`src/rtl/fetch_types.sv`:
```
// fetch_types: fetch FSM state encoding and PC helpers.
package fetch_types;
    typedef enum logic [1:0] {FETCH, HOLD, DISCARD} fetch_state_t;

    function automatic logic [31:0] pc_inc(input logic [31:0] pc);
        return pc + 32'd4;
    endfunction
endpackage

```
`src/rtl/pcmux.sv`:
```
// pcmux: PC source selection shared between control and fetch.
package pcmux;
    typedef enum logic [1:0] {
        pc_plus4 = 2'b00,
        alu_out  = 2'b01,
        alu_mod2 = 2'b10
    } pcmux_sel_t;
endpackage

```
`src/rtl/fetch_hold_reg.sv`:
```
// fetch_hold_reg: parks a fetched word and its PC while IF/ID is stalled.
module fetch_hold_reg (
    input  logic        clk,
    input  logic        rst,
    input  logic        capture,
    input  logic        clear,
    input  logic [31:0] inst_d,
    input  logic [31:0] pc_d,
    output logic [31:0] inst,
    output logic [31:0] pc,
    output logic        valid
);
    always_ff @(posedge clk) begin
        if (rst || clear) begin
            inst  <= 32'd0;
            pc    <= 32'd0;
            valid <= 1'b0;
        end else if (capture) begin
            inst  <= inst_d;
            pc    <= pc_d;
            valid <= 1'b1;
        end
    end
endmodule

```
`src/rtl/fetch_unit.sv`:
```
// fetch_unit: instruction fetch with stall hold and redirect of in-flight reads.
module fetch_unit
    import fetch_types::*;
#(
    parameter logic [31:0] PC_RESET = 32'h0000_0060
) (
    input  logic               clk,
    input  logic               rst,
    input  logic               load_buffers,
    input  pcmux::pcmux_sel_t  pc_mux_sel,
    input  logic [31:0]        alu_out,
    output logic [31:0]        inst_mem_address,
    output logic               inst_mem_read,
    input  logic [31:0]        inst_mem_rdata,
    input  logic               inst_mem_resp,
    output logic [31:0]        if_pc,
    output logic [31:0]        if_inst,
    output logic               if_valid
);
    fetch_state_t state, state_n;
    logic [31:0]  req_addr, req_n, next_pc, npc_n, target;
    logic [31:0]  hold_inst, hold_pc;
    logic         hold_valid, capture, drop, redirect;

    assign redirect = pc_mux_sel != pcmux::pc_plus4;
    assign target   = pc_mux_sel == pcmux::alu_mod2 ? alu_out & 32'hFFFF_FFFE : alu_out;

    fetch_hold_reg u_hold (
        .clk    (clk),
        .rst    (rst),
        .capture(capture),
        .clear  (drop),
        .inst_d (inst_mem_rdata),
        .pc_d   (req_addr),
        .inst   (hold_inst),
        .pc     (hold_pc),
        .valid  (hold_valid)
    );

    always_ff @(posedge clk) begin
        if (rst) begin
            state    <= FETCH;
            req_addr <= PC_RESET;
            next_pc  <= PC_RESET;
        end else begin
            state    <= state_n;
            req_addr <= req_n;
            next_pc  <= npc_n;
        end
    end

    // An issued read is never abandoned: a redirect before its response parks in DISCARD.
    always_comb begin
        state_n = state;
        req_n   = req_addr;
        npc_n   = next_pc;
        capture = 1'b0;
        drop    = 1'b0;
        case (state)
            FETCH: begin
                if (inst_mem_resp) begin
                    if (redirect) req_n = target;
                    else if (load_buffers) req_n = pc_inc(req_addr);
                    else begin
                        capture = 1'b1;
                        state_n = HOLD;
                    end
                end else if (redirect) begin
                    npc_n   = target;
                    state_n = DISCARD;
                end
            end
            HOLD: begin
                if (redirect || load_buffers) begin
                    req_n   = redirect ? target : pc_inc(hold_pc);
                    drop    = 1'b1;
                    state_n = FETCH;
                end
            end
            DISCARD: begin
                if (redirect) npc_n = target;
                if (inst_mem_resp) begin
                    req_n   = redirect ? target : next_pc;
                    state_n = FETCH;
                end
            end
            default: state_n = FETCH;
        endcase
    end

    assign inst_mem_address = req_addr;
    assign inst_mem_read    = ~rst & (state != HOLD);
    assign if_valid = ~rst & ~redirect & (state == FETCH ? inst_mem_resp : state == HOLD & hold_valid);
    assign if_inst  = rst ? 32'd0 : state == HOLD ? hold_inst : inst_mem_rdata;
    assign if_pc    = rst ? 32'd0 : state == HOLD ? hold_pc : req_addr;
endmodule

```
`config.mk`:
```
export PLATFORM = sky130hd
export DESIGN_NAME = fetch_unit
export DESIGN_NICKNAME = d
export VERILOG_FILES = /design/src/rtl/fetch_types.sv /design/src/rtl/pcmux.sv /design/src/rtl/fetch_hold_reg.sv /design/src/rtl/fetch_unit.sv
export SDC_FILE = /design/constraint.sdc
export NUM_CORES = 1
export LEC_CHECK = 0
export CAP_MARGIN = 20
export CELL_PAD_IN_SITES_DETAIL_PLACEMENT = 1
export CELL_PAD_IN_SITES_GLOBAL_PLACEMENT = 1
export CORE_UTILIZATION = 37
export CTS_CLUSTER_DIAMETER = 40
export CTS_CLUSTER_SIZE = 40
export DETAILED_ROUTE_END_ITERATION = 12
export GPL_TIMING_DRIVEN = 1
export PLACE_DENSITY_LB_ADDON = 0.1
export SKIP_CTS_REPAIR_TIMING = 1
export SYNTH_ARGS = -nofsm -noshare
export SYNTH_HDL_FRONTEND = slang
export SYNTH_SLANG_ARGS = --single-unit
```
`constraint.sdc`:
```
create_clock -name clk -period 2.76 [get_ports clk]
set_input_delay 0.276 -clock clk [delete_from_list [all_inputs] [get_ports clk]]
set_output_delay 0.276 -clock clk [all_outputs]
set_load 0.005 [all_outputs]
```
## Word level (Yosys, flattened, before mapping)

Index checks and enable logic that the tools add are counted.

- Add/subtract/negate cells: 2
- Eq/ne operators: 12
- Mux-type cells: 29
- Bitwise logic cells: 6
- Reduce and logical (&&, ||, !) cells: 9

Operator list:

| cell | count |
|---|---|
| 32-bit two-way mux | 12 |
| 32-bit case mux with 3 select lines | 1 |
| 32-bit by 3-bit adder with 32-bit output (second input constant) | 2 |
| 32-bit case mux with 2 select lines | 1 |
| 2-bit two-way mux | 6 |
| 3-bit != test (second input constant) | 4 |
| 5-bit AND reduction | 2 |
| 1-bit two-way mux | 8 |
| 2-bit != test (second input constant) | 4 |
| 2-bit case mux with 3 select lines | 1 |
| 1-bit bitwise AND | 4 |
| 2-bit == test (second input constant) | 2 |
| 2-bit nonzero test | 2 |
| 3-bit nonzero test | 1 |
| 2-bit by 1-bit == test with 1-bit output (second input constant) | 1 |
| 2-bit logical NOT | 1 |
| 1-bit logical OR | 2 |
| 2-bit by 1-bit != test with 1-bit output (second input constant) | 1 |
| 1-bit NOT | 2 |
| 2-bit AND reduction | 1 |

- Register bits: 131
- Input port bits: 70
- Output and inout port bits: 98
- Word-level logic and storage cells: 64

## Logic depth before layout (Yosys ltp)

Gate-level depths: netlist of the first run.

- Depth in word-level cells: 5
- Gate-level depth with buffers: 10

## By module

A second synthesis of the first run with hierarchy kept.

- Cell total of the unflattened synthesis: 1053
- Area total of the unflattened synthesis: 8284.2 um2

By module, submodules not included:

| module | instances | cells each | area each (um2) | sequential area each (um2) |
|---|---|---|---|---|
| fetch_unit | 1 | 843 | 5944.5 | 1321.3 |
| fetch_hold_reg | 1 | 210 | 2339.7 | 1301.2 |

## Worst setup path before layout of the first run

Ideal clock, no wire load.

- Path kind: reg2reg
- Start point: register state[0]
- End point: register req_addr[27], in the netlist inst_mem_address[27]
- Library setup time: 0.060 ns
- Arrival: 2.206 ns
- Data required time: 2.700 ns
- Path slack: 0.494 ns
- Cell stages (with the launch flop): 11
- Path buffers: 2
- Path through: dfxtp_1 inv_1 ha_1 clkbuf_1 nor2b_1 a2111oi_2 nand2b_1 clkbuf_1 nor2_1 a31o_2 a32o_1

- Longest elaborated chain between the ends: 3
- Elaborated cells on any way between the ends: 10
- Those cells by class: eq/ne: 6; mux: 1; reduce/logical: 3

Ends and longest elaborated chain:

| item | RTL line | source |
|---|---|---|
| from (decl) | fetch_unit.sv:20 | `fetch_state_t state, state_n;` |
| from (signal assigned) | fetch_unit.sv:46 | `state <= state_n;` |
| 2-bit by 1-bit == test with 1-bit output (tied with other cells) | fetch_unit.sv:59 | `case (state)` |
| 2-bit != test (no line) (tied with other cells) | - |  |
| 5-bit AND reduction (no line) | - |  |
| to (signal assigned) | fetch_unit.sv:47 | `req_addr <= req_n;` |
| to (decl) | fetch_unit.sv:21 | `logic [31:0] req_addr, req_n, next_pc, npc_n, target;` |

Parallel ways exist; a longest one is shown, timed or not.
A chain may end at the register's enable or synchronous reset.

## Final worst setup path of the first run

- Start point: register state[1]
- End point: output port if_pc[31]

- Longest elaborated chain between the ends: 3

Ends and longest elaborated chain:

| item | RTL line | source |
|---|---|---|
| 2-bit by 1-bit == test with 1-bit output | fetch_unit.sv:95 | `assign if_pc = rst ? 32'd0 : state == HOLD ? hold_pc : req_addr;` |
| 32-bit two-way mux (2 in a row) | fetch_unit.sv:95 |  |
| to (decl) | fetch_unit.sv:16 | `output logic [31:0] if_pc,` |

No other way between the ends.

==> results of run 1 <==
cell usage in the layout, fill, tap and decap left out, types with 6 or more instances in the layout:
master                              n
sky130_fd_sc_hd__o22ai_1            6
sky130_fd_sc_hd__o21a_1            12
sky130_fd_sc_hd__a31oi_1            8
sky130_fd_sc_hd__nor4_1             9
sky130_fd_sc_hd__o211ai_1           7
sky130_fd_sc_hd__or2_2              6
sky130_fd_sc_hd__a21oi_1          122
sky130_fd_sc_hd__buf_4             74
sky130_fd_sc_hd__a221oi_1          12
sky130_fd_sc_hd__o31ai_1           10
sky130_fd_sc_hd__dfxtp_1          130
sky130_fd_sc_hd__a211oi_1          11
sky130_fd_sc_hd__xor2_1            15
sky130_fd_sc_hd__xnor2_1           13
sky130_fd_sc_hd__o221ai_1           7
sky130_fd_sc_hd__nand4_1           12
sky130_fd_sc_hd__clkbuf_16         17
sky130_fd_sc_hd__nand3_1           33
sky130_fd_sc_hd__nand2b_1           6
sky130_fd_sc_hd__nand2_1          276
sky130_fd_sc_hd__nor3_1            13
sky130_fd_sc_hd__inv_1             17
sky130_fd_sc_hd__clkdlybuf4s50_1  166
sky130_fd_sc_hd__and3_1             6
sky130_fd_sc_hd__o21ai_0           46
sky130_fd_sc_hd__mux2i_1           70
sky130_fd_sc_hd__nor2_1           106
cell type report:
cell class	instances	area, um^2
tap	275	344
multi-input combinational	897	5080
sequential	131	2620
fill	2634	10200
timing repair buffer	246	2320
clock inverter	12	155
clock buffer	20	467
inverter	18	67.6
tightest hold or removal path, cell delays in order:
cell and delay, ns:
sky130_fd_sc_hd__buf_4 0.13, sky130_fd_sc_hd__buf_12 0.23, sky130_fd_sc_hd__nor2_1 0.13
state kept, by name (all words and copies together), names as in the netlist:
name and count:
u_hold.inst 32, u_hold.valid 1, state 2, next_pc 32
u_hold.pc 32, inst_mem_address 32
stage by stage:
step                      instances  power (mW)  hold slack [ns]
after detailed placement       1567        3.66            0.447
after CTS                      1599        6.09            0.400
final                          1599        6.08            0.400
after global placement         1567        3.64            0.441
after floorplan                1137        2.89            0.400
after global routing           1599        6.33            0.413
cell families (layout without fill, tap and decap cells):
logic type | after synthesis | in the layout
AO/OA/AOI/OAI | 281 | 281
XOR/XNOR | 28 | 28
buffers and inverters | 109 | 296
flip-flops | 131 | 131
adder cells (fa/ha/maj) | 6 | 6
AND/OR/NAND/NOR | 507 | 507
multiplexers | 75 | 75
routing by layer:
layer / routed length (um) / vias to the layer above / GRT usage (%)
met5: 0 / - / 0
met3: 1750 / 55 / 5.03
met1: 14400 / 4559 / 37.6
met4: 748 / 0 / 10.9
li1: - / 4335 / -
met2: 15200 / 269 / 48.6
power by group through the flow:
stage | logic, mW | registers, mW | clock network (mW)
2_1_floorplan | 0.701 | 2.18 | 0
3_3_place_gp | 1.43 | 2.20 | 0
3_5_place_dp | 1.45 | 2.21 | 0
4_1_cts | 1.47 | 2.17 | 2.45
5_1_grt | 1.60 | 2.19 | 2.54
6_report | 1.48 | 2.17 | 2.43
path summary, 6_finish.rpt:
kind                                     from  slack, ns                    to  depth (start not counted)
worst min-delay path                      rst       0.40              state[0]                          3
worst min register to register     next_pc[2]       0.45            next_pc[2]                          2
worst max-delay path                 state[1]       0.13             if_pc[31]                          6
worst max register to register  u_hold.pc[20]       0.19  inst_mem_address[27]                          6
==> out/qor.yml, run 1 <==
placement:
  hpwlAfterDp_um: 22400
  post_dp_cell_area_um2: 10400
  dpl_worst_slack_ns: 0.156
  gp_congestion: 0.884
  buffer_ports.inserted: 167
worst_setup_path:
  endpoint_kind: "output port"
  worstSetupStartpointType: "flip-flop"
  cp_data_required_time_ns: 2.48
  timing.critical_path.buf_inv: 3
  timing.critical_path.cells: "inv_1 > ha_4 > buf_4 > mux2i_1 > nor2_1 > clkdlybuf4s50_1"
  kind_of_cell_adding_the_most_delay_to_the_critical_path: "buffers and inverters"
  critPathArrivalTime_ns: 2.36
  crit_path_top_delay_cell: "sky130_fd_sc_hd__clkdlybuf4s50_1"
  crit_type: "flip-flop to output port"
  worst-path-max-fanout: 28
  critPathMaxStageDelay_ns: 0.48
timing:
  report.final.slew_viol_count: 0
  final_setup_viols: 0
  timing.fmax_mhz: 380
  rsz0062_at_grt: "false"
  tightestPinTransition_ns: 0.830
  timing.max_slew.rel_slack_pct: 44.0
  final.setup.worst_slack_ns: 0.126
  timing.final.hold_violations: 0
  layout_worst_path_cycle_share_pct: 95.4
  period_minus_slack_ns: 2.63
  final.setup.tns_ns: 0
  fin_worst_skew_ns: 0.0100
worst_hold_path:
  holdCritPathClass: "primary input to flip-flop"
die:
  core_region_area_um2: 21300
  chipHeight_um: 150
  rows: 53
  dieWidth_um: 150
  ioPinCount: 168
  start_util_pct: 38.1
  die-area_um2: 22500
yosys:
  post_syn_instances: 1137
  synth_most_common_cell: "sky130_fd_sc_hd__nand2_1"
  synthMuxAreaShare_pct: 9.33
  number_of_enable_type_register_cells_in_the_synthesized_netlist: 0
  ys_dominant_reg_cell: "sky130_fd_sc_hd__dfxtp_1"
  yosys.area_share.simple_pct: 27.4
  synth_top_cell_by_area: "sky130_fd_sc_hd__dfxtp_1"
  synth-compound-area-share_pct: 21.6
  combined_area_of_all_synthesized_cells_um2: 8110
  synth_cell_types: 66
  adder_cell_fraction_of_synth_area_pct: 0.926
  synth-async-reset-ratio_pct: 0
  ys_ff_latch: 131
  most_frequent_cells_after_synthesis: "sky130_fd_sc_hd__nand2_1, sky130_fd_sc_hd__dfxtp_1, sky130_fd_sc_hd__a21oi_1, sky130_fd_sc_hd__nor2_1, sky130_fd_sc_hd__clkbuf_1"
  synth.yosys.seq_area_share_pct: 32.3
  synth.yosys.warnings: 0
  yosys_top_cell_area_share_pct: 32.3
  synth_top_family_by_area: "simple AND/OR/NAND/NOR gates"
  synth.avg_cell_area_um2: 7.13
  synth-xor-area-share_pct: 3.02
  nets_in_the_synthesized_netlist: 1213
  ys_top_cells_by_area: "sky130_fd_sc_hd__dfxtp_1, sky130_fd_sc_hd__nand2_1, sky130_fd_sc_hd__mux2i_1, sky130_fd_sc_hd__a21oi_1, sky130_fd_sc_hd__nor2_1"
power_and_ir_drop:
  netSwitchingFraction_pct: 30.7
  leakagePower_nw: 3.86
  vdd_drop_max_mv: 0.342
  power.clock.fraction_pct: 40.0
  pwr-share-seq_pct: 35.7
  power.internal_mw: 4.22
  comb_power_share_pct: 24.3
  p_per_area_nw_per_um2: 550
  net-switching-power_mw: 1.87
global_route:
  largest_net_degree_at_the_start_of_global_routing: 89
  grt_overflow_total: 0
  vias_in_the_first_global_route: 9222
  grt_first_pass_wirelength_um: 50800
  grt_util_all_layers_pct: 29.2
  antenna_violations_before_repair: 0
cts:
  clk_pin_slew_ns: 0.06
  cts_buffers: 17
  ctsLongestPathBuffers: 2
  ctsRootBufferMaster: "sky130_fd_sc_hd__clkbuf_16"
  clkSinkCount: 131
  clock_latency_ns: 0.43
  cts_htree_levels: 4
  cts_tree: "done"
layout:
  diodes: 0
  post_route_cells_drive_above_1_share_pct: 10.8
  final_design_instance_area_without_fill_um2: 11100
  area_growth_syn_to_layout_pct: 36.3
  final_nets: 1387
  post_route_core_utilization_pct: 51.9
flow_run:
  drv.max_cap_violation_count: 0
drt:
  num_vias: 9218
  firstDrtPassIters: 5
  route.antenna.remaining_nets: 0
  drcViolationCount: 0
  drt-initial-drc-count: 580
  detail_route.wl_per_cell_um: 20.1
  totalWireLength_um: 32100
  drt-vias-per-instance: 5.76
outcome:
  status: "finished clean"
Power figures use the tool's default switching activity.
==> run 2: changes to the inputs <==
- CAP_MARGIN: 20 -> unset
==> results of run 2 <==
The final DEF is identical to that of run 1; final timing and power are the same.
